## config.mk

```make
export PLATFORM = sky130hd
export DESIGN_NAME = load_store_unit
export DESIGN_NICKNAME = d
export VERILOG_FILES = /design/src/rtl/load_store_unit.sv
export SDC_FILE = /design/constraint.sdc
export NUM_CORES = 1
export LEC_CHECK = 0
export CAP_MARGIN = 25
export CORE_MARGIN = 2
export CORE_UTILIZATION = 44
export CTS_CLUSTER_DIAMETER = 60
export DETAILED_ROUTE_END_ITERATION = 12
export PLACE_DENSITY = 0.78
export SLEW_MARGIN = 20
export SYNTH_ARGS = -nofsm -noshare
export SYNTH_HDL_FRONTEND = slang
export SYNTH_SLANG_ARGS = --single-unit
```

## constraint.sdc

```tcl
create_clock -name clk -period 1.85 [get_ports clk]
set_input_delay 0.2775 -clock clk [delete_from_list [all_inputs] [get_ports clk]]
set_output_delay 0.2775 -clock clk [all_outputs]
set_load 0.1 [all_outputs]
```

## src/rtl/load_store_unit.sv

```systemverilog
`default_nettype none
// ============================================================================
// Module   : load_store_unit
// Purpose  : RV32I load/store sequencer between the execute stage and a
//            gnt/rvalid memory port. Define LSU_MISALIGN_CHECK_EN to reject
//            misaligned accesses and illegal funct3 codes.
// Revision : 1.0 - initial release
// ============================================================================
module load_store_unit #(
    parameter int WIDTH = 32
) (
    input  logic             clk,
    input  logic             rst,
    input  logic             req_valid,
    output logic             req_ready,
    input  logic             is_store,
    input  logic [2:0]       funct3,
    input  logic [WIDTH-1:0] addr,
    input  logic [WIDTH-1:0] store_data,
    output logic             mem_req,
    output logic             mem_we,
    output logic [WIDTH-1:0] mem_addr,
    output logic [3:0]       mem_wstrb,
    output logic [WIDTH-1:0] mem_wdata,
    input  logic             mem_gnt,
    input  logic             mem_rvalid,
    input  logic [WIDTH-1:0] mem_rdata,
    output logic             resp_valid,
    output logic [WIDTH-1:0] load_data,
    output logic             misaligned,
    output logic             busy
);

    typedef enum logic [1:0] {
        S_IDLE = 2'd0,
        S_REQ  = 2'd1,
        S_WAIT = 2'd2,
        S_DONE = 2'd3
    } state_t;

    state_t           r_state;
    state_t           w_next;
    logic             r_is_store;
    logic [2:0]       r_funct3;
    logic [WIDTH-1:0] r_addr;
    logic [WIDTH-1:0] r_sdata;
    logic [WIDTH-1:0] r_load_data;
    logic             r_misaligned;

    logic             w_accept;
    logic             w_reject;
    logic             w_byte;
    logic             w_half;
    logic [1:0]       w_lane;
    logic [15:0]      w_low;
    logic [WIDTH-1:0] w_load_ext;

    assign w_accept = req_valid && (r_state == S_IDLE);

`ifdef LSU_MISALIGN_CHECK_EN
    logic w_in_byte;
    logic w_in_half;
    logic w_in_word;

    always_comb begin
        w_in_byte = (funct3 == 3'b000) || (!is_store && (funct3 == 3'b100));
        w_in_half = (funct3 == 3'b001) || (!is_store && (funct3 == 3'b101));
        w_in_word = (funct3 == 3'b010);
        w_reject  = !(w_in_byte || w_in_half || w_in_word)
                  || (w_in_half && addr[0])
                  || (w_in_word && (addr[1:0] != 2'b00));
    end
`else
    assign w_reject = 1'b0;
`endif

    // Size decode of the latched access; anything not byte/half is a word.
    always_comb begin
        w_byte = (r_funct3 == 3'b000) || (!r_is_store && (r_funct3 == 3'b100));
        w_half = (r_funct3 == 3'b001) || (!r_is_store && (r_funct3 == 3'b101));
        w_lane = 2'b00;
        if (w_byte) begin
            w_lane = r_addr[1:0];
        end else if (w_half) begin
            w_lane = {r_addr[1], 1'b0};
        end
    end

    always_comb begin
        w_low      = 16'(mem_rdata >> {w_lane, 3'b000});
        w_load_ext = mem_rdata;
        if (w_byte) begin
            w_load_ext = {{24{!r_funct3[2] && w_low[7]}}, w_low[7:0]};
        end else if (w_half) begin
            w_load_ext = {{16{!r_funct3[2] && w_low[15]}}, w_low[15:0]};
        end
    end

    always_comb begin
        w_next = r_state;
        case (r_state)
            S_IDLE: if (w_accept) w_next = w_reject ? S_DONE : S_REQ;
            S_REQ:  if (mem_gnt) w_next = r_is_store ? S_DONE : S_WAIT;
            S_WAIT: if (mem_rvalid) w_next = S_DONE;
            S_DONE: w_next = S_IDLE;
            default: w_next = S_IDLE;
        endcase
    end

    // Memory-side outputs are forced to zero outside the request phase.
    always_comb begin
        mem_req   = (r_state == S_REQ);
        mem_we    = 1'b0;
        mem_addr  = '0;
        mem_wstrb = 4'b0000;
        mem_wdata = '0;
        if (r_state == S_REQ) begin
            mem_addr = {r_addr[WIDTH-1:2], 2'b00};
            if (r_is_store) begin
                mem_we = 1'b1;
                if (w_byte) begin
                    mem_wstrb = 4'b0001 << w_lane;
                    mem_wdata = {4{r_sdata[7:0]}};
                end else if (w_half) begin
                    mem_wstrb = 4'b0011 << w_lane;
                    mem_wdata = {2{r_sdata[15:0]}};
                end else begin
                    mem_wstrb = 4'b1111;
                    mem_wdata = r_sdata;
                end
            end
        end
    end

    always_ff @(posedge clk) begin
        if (rst) begin
            r_state      <= S_IDLE;
            r_is_store   <= 1'b0;
            r_funct3     <= 3'b000;
            r_addr       <= '0;
            r_sdata      <= '0;
            r_load_data  <= '0;
            r_misaligned <= 1'b0;
        end else begin
            r_state <= w_next;
            if (w_accept) begin
                r_is_store <= is_store;
                r_funct3   <= funct3;
                r_addr     <= addr;
                r_sdata    <= store_data;
            end
            // Result registers change only on entry to DONE, so they hold between responses.
            if (w_accept && w_reject) begin
                r_load_data  <= '0;
                r_misaligned <= 1'b1;
            end
            if ((r_state == S_REQ) && mem_gnt && r_is_store) begin
                r_load_data  <= '0;
                r_misaligned <= 1'b0;
            end
            if ((r_state == S_WAIT) && mem_rvalid) begin
                r_load_data  <= w_load_ext;
                r_misaligned <= 1'b0;
            end
        end
    end

    assign req_ready  = (r_state == S_IDLE);
    assign busy       = (r_state != S_IDLE);
    assign resp_valid = (r_state == S_DONE);
    assign load_data  = r_load_data;
    assign misaligned = r_misaligned;

endmodule

`default_nettype wire

```

# Word-level counts from Yosys, hierarchy flattened
# Index checks and enable logic that the tools add are counted.
# W data, S select, Z words.
dict set report word_totals {
  ff_bits 102
  output_inout_bits 106
  wordCells 57
}
dict set report op_classes {
  n_eq_ne 9
  n_shift 3
  mux 22
  n_reduce_logical 17
}
# cell count
set op_table {}
lappend op_table {{$mux W32} 9}
lappend op_table {{$shr A32 B5 Y16} 1}
lappend op_table {{$mux W4} 4}
lappend op_table {{$mux W2} 5}
lappend op_table {{$logic_and A1 B1 Y1} 8}
lappend op_table {{$pmux W2 S4} 1}
lappend op_table {{$eq A3 B3 Y1 const B} 2}
lappend op_table {{$eq A2 B2 Y1 const B} 2}
lappend op_table {{$ne A2 B1 Y1 const B} 2}
lappend op_table {{$reduce_bool A2 Y1} 2}
lappend op_table {{$shl A1 B2 Y4 const A} 1}
lappend op_table {{$shl A2 B2 Y4 const A} 1}
lappend op_table {{$eq A3 B1 Y1 const B} 1}
lappend op_table {{$logic_not A3 Y1} 1}
lappend op_table {{$mux W1} 3}
lappend op_table {{$reduce_and A3 Y1} 1}
lappend op_table {{$eq A2 B1 Y1 const B} 1}
lappend op_table {{$logic_not A1 Y1} 2}
lappend op_table {{$logic_not A2 Y1} 1}
lappend op_table {{$logic_or A1 B1 Y1} 2}
lappend op_table {{$ne A2 B2 Y1 const B} 1}

# Depth between registers and ports, before layout
dict set report depth {
  word_depth 10
  depth_mapped 8
  depth_no_buf 6
}

# Least setup slack after synthesis
# Ideal clock, no wire load.
dict set report synth_path {
  path_kind {register to output}
  from {register r_state[1]}
  to {output mem_wdata[24]}
  t_arrival_ns 3.899
  path_slack_ns -2.326
  path_stages_with_launch 6
  n_path_buf 1
  path_cell_list {dfxtp_1 > inv_1 > ha_1 > nand2_1 > clkbuf_1 > a211oi_1}
}
dict set report synth_via {
  elab_chain_len 2
}
# element line
set synth_lines {}
lappend synth_lines {{start: declaration} 41} ;# state_t r_state;
lappend synth_lines {{start signal: assignment} 145} ;# r_state <= w_next;
lappend synth_lines {{$eq A2 B1 Y1} n/a}
lappend synth_lines {{named net mem_req} 20} ;# output logic mem_req,
lappend synth_lines {{$mux W32} 117} ;# if (r_state == S_REQ) begin
lappend synth_lines {{end: declaration} 24} ;# output logic [WIDTH-1:0] mem_wdata,
# The timed path passes the listed nets, and every way through them passes these cells.

# Final worst setup path
dict set report layout_path {
  from {register r_is_store}
  to {output mem_wdata[13]}
}
dict set report layout_via {
  elab_chain_len 6
}
# element line
set layout_lines {}
lappend layout_lines {{start: declaration} 43} ;# logic r_is_store;
lappend layout_lines {{start signal: assignment} 147} ;# r_is_store <= is_store;
lappend layout_lines {{$logic_not A1 Y1} 79} ;# w_byte = (r_funct3 == 3'b000) || (!r_is_store && (r_funct3 == 3'b100));
lappend layout_lines {{$logic_and A1 B1 Y1} 79}
lappend layout_lines {{$logic_or A1 B1 Y1} 79}
lappend layout_lines {{$mux W32} 121} ;# if (w_byte) begin
lappend layout_lines {{$mux W32 *} 119} ;# if (r_is_store) begin
lappend layout_lines {{$mux W32 *} 117}
# Mark *: on every way between the ends. The rest lies on a longest branch, timed or not.

==> run_results.csv <==
group,metric,value,unit
global_routing,antenna_found_initial,1,
detailed_routing,dr_total_vias,6557,
cts,clock_sinks,102,
detailed_routing,ant_nets,0,
global_routing,grt_use_total,0.3183,
run_status,status,"complete, but fails checks",
sta,drv_slew,0,
critical_path,cp_num_buf_inv,3,
die,std_cell_rows,40,
cts,numCtsBuffers,9,
die,die_y,114.6,um
logic_synthesis,synth_area,0.005378,mm2
critical_path,crit_path_start_kind,"register",
sta,clock_skew,11.59,ps
sta,period_needed,2109,ps
critical_path,critPathMaxFanout,5,
die,num_io_pins,211,
cts,cts_root_buf,"clkbuf_16",
logic_synthesis,yosysSeqAreaShare,0.3797,
sta,setup_viol,71,
logic_synthesis,async_flop_share,0,
cts,cts_buffer_depth,2,
logic_synthesis,yosys_warnings,0,
detailed_routing,vias_per_cell,5.939,
global_routing,grt_pass1_vias,6334,
placement,dpl_cell_area,0.008781,mm2
cells_and_area,fin_nets,1062,
detailed_routing,totalWireLength,23.43,mm
die,initial_core_util,0.4496,
detailed_routing,wl_per_cell,21.22,um
placement,io_buffers,207,
detailed_routing,dr.first_iter.drc_count,676,
critical_path,critical_path_arrival,1830,ps
critical_path,reg2reg_depth,9,
cts,path_clk_slew,70,ps
cells_and_area,layout-drive-gt1-share,0.3556,
critical_path,cp_num_cells,6,
power_and_ir_drop,total_power,11.53,mW
logic_synthesis,synthFlopType,"dfxtp_1",
sta,fmax,474.3,MHz
power_and_ir_drop,leakage,3.749,nW
worst_hold_path,min_path_cells,2,
sta,hold_violations,0,
die,die_area,0.01312,mm2
run,drv_cap,0,
logic_synthesis,synth_top_area_share,0.3797,
critical_path,criticalPathCategory,"reg2out",
logic_synthesis,synth.avg_cell_area,7.564,um2
sta,max_slew.worst_pin.slew,772.6,ps
die,core,0.01196,mm2
cells_and_area,syn2layout_area_growth,85.57,%
cts,clkLatencyLatePin,360,ps
logic_synthesis,yosys.cell_types.count,39,
global_routing,grt_overflow,0,
logic_synthesis,synth-seq-cells,102,
global_routing,grt_pass1_wl,32.42,mm
detailed_routing,drc,0,
sta,min_period_over_period,1.140,
critical_path,endpoint_kind,"output pin",
sta,relSlewSlack,0.4850,
run_status,failed_checks,"setup timing",
worst_hold_path,min_path_type,"in2reg",
cells_and_area,fin_area,0.009980,mm2
die,die_w,114.6,um
critical_path,crit_top_cell,"buf_12",
cts,cts_tree,"built",
critical_path,required,1570,ps
detailed_routing,drt_pass1_iterations,5,
cts,htree_levels,3,
critical_path,path_delay_family,"buffers and inverters",
sta,grt_setup_unrepaired,"true",
critical_path,cp_cell_sequence,"buf_12, a211oi_4, buf_6, nand2_2, a21oi_4, buf_12",
power_and_ir_drop,powerDensity,1155,mW/mm2
placement,dpl.hpwl,13.91,mm
logic_synthesis,syn_inst,711,
placement,gp_congestion,0.8702,
power_and_ir_drop,ir_drop,0.7078,mV
critical_path,cpMaxStageDelayCell,"dfxtp_4",
logic_synthesis,synth_edf_count,0,
critical_path,slowest_delay,370,ps
logic_synthesis,synth.top_cells.by_area,"dfxtp_1 (38%), nand2_1 (12%), a21oi_1 (10%)",
sta,finalWorstSetupSlack,-258.6,ps
global_routing,grt_start_max_net_pins,70,
logic_synthesis,yosysTopAreaCell,"dfxtp_1",
## synth_stat cells, drive strengths merged, types with 2 or more instances
cell type	count
mux4	7
o21ai	10
ha	5
mux2	8
nor3	18
a32oi	8
nand3b	12
inv	28
o2111ai	2
nand3	8
dfxtp	102
a211oi	10
o31ai	32
nand2b	9
a21oi	108
mux2i	10
a22o	7
buf	25
nor2	30
and2	45
nand2	173
and3	9
a21o	2
clkbuf	34
## area by class of cell
type                            count  area, um2
Antenna cell                        1      2.502
Tap cell                          147      183.9
Timing Repair Buffer              285       3605
Clock buffer                       12      266.5
Multi-Input combinational cell    526       3704
Inverter                           28      120.1
Clock inverter                      3      42.54
Sequential cell                   102       2056
Fill cell                         672       1982
## metal layers
metal / part of all wire / GRT usage
met4: 0.055 / 0.1537
met5: 0 / 0
met3: 0.077 / 0.06670
met1: 0.36 / 0.3551
met2: 0.50 / 0.5736
## stage by stage
step                      setup TNS (ps)  cells  worst slack (ps)  hold WS (ps)  utilization
after floorplan                   -22440    713            -358.3         406.0            -
after global placement             -2057   1047            -172.3         437.0       0.7341
after detailed placement           -2930   1047            -223.7         443.7       0.7341
after CTS                          -3389   1088            -178.6         143.8       0.8054
after global routing               -8556   1104            -288.8         160.4       0.8343
final                              -6161   1104            -258.6         170.0       0.8343
## path summary, 6_finish.rpt
kind	from	to	slack (ps)
hold / removal	rst	r_addr[1]	170
setup reg to reg	r_state[1]	load_data[16]	-50
hold reg to reg	r_addr[3]	r_addr[3]	460
setup / recovery	r_is_store	mem_wdata[13]	-260
## where the power goes
part	internal, mW	switching [mW]	total (mW)	leakage (nW)
Sequential	2.59	0.356	2.95	0.836
Combinational	2.45	4.11	6.56	2.76
Clock	1.15	0.866	2.02	0.151
## worst register-to-register path: cells and delay by family, from the launching register on
| family | cells | cell delay (ps) |
|---|---|---|
| compound gates | 3 | 590 |
| buf+inv | 4 | 480 |
| flops | 1 | 380 |
| fa+ha+maj | 1 | 180 |
| simple gates | 1 | 180 |
## placed cells by master, fill, tap and decap left out, types with 7 or more instances in the layout
cell type / Yosys / layout
and2_1: 45 / 15
a22o_1: 7 / 7
nand3_1: 8 / 8
nand2_1: 171 / 154
and2_4: 0 / 30
clkdlybuf4s50_1: 0 / 103
nor3_1: 18 / 12
nand2_2: 1 / 9
buf_6: 0 / 13
mux4_2: 7 / 7
mux2i_1: 10 / 7
nand3b_1: 12 / 12
buf_12: 0 / 84
mux2_2: 8 / 8
nor2_1: 30 / 27
a21oi_1: 107 / 86
a32oi_1: 8 / 8
and3_4: 0 / 8
dfxtp_1: 102 / 95
o31ai_1: 32 / 29
inv_1: 28 / 22
a211oi_4: 0 / 9
nand2b_1: 9 / 8
nand2_4: 1 / 9
a21oi_4: 1 / 21
buf_4: 7 / 77
clkbuf_16: 0 / 13
## logic make-up after synthesis
group,after synthesis,synth area share
adders and majority gates,5,0.01163
buffers and inverters,87,0.06980
other,1,0.0006973
DFF,102,0.3797
muxes,25,0.06468
and+or+nand+nor,306,0.2604
AOI/OAI and AO/OA,185,0.2131
## registers in the layout, summed over array words and instances, names as in the netlist
register	flops
r_addr	32
r_sdata	32
load_data	32
r_state	2
r_is_store	1
r_funct3	3
## timing repair
action	CTS	global route
hold buffers	0	0
pin swaps	26	51
setup endpoints to repair	90	58
gates resized for setup	76	52
cloned	4	5
setup buffers	22	14
No activity file was read; power rests on OpenSTA's default activity.
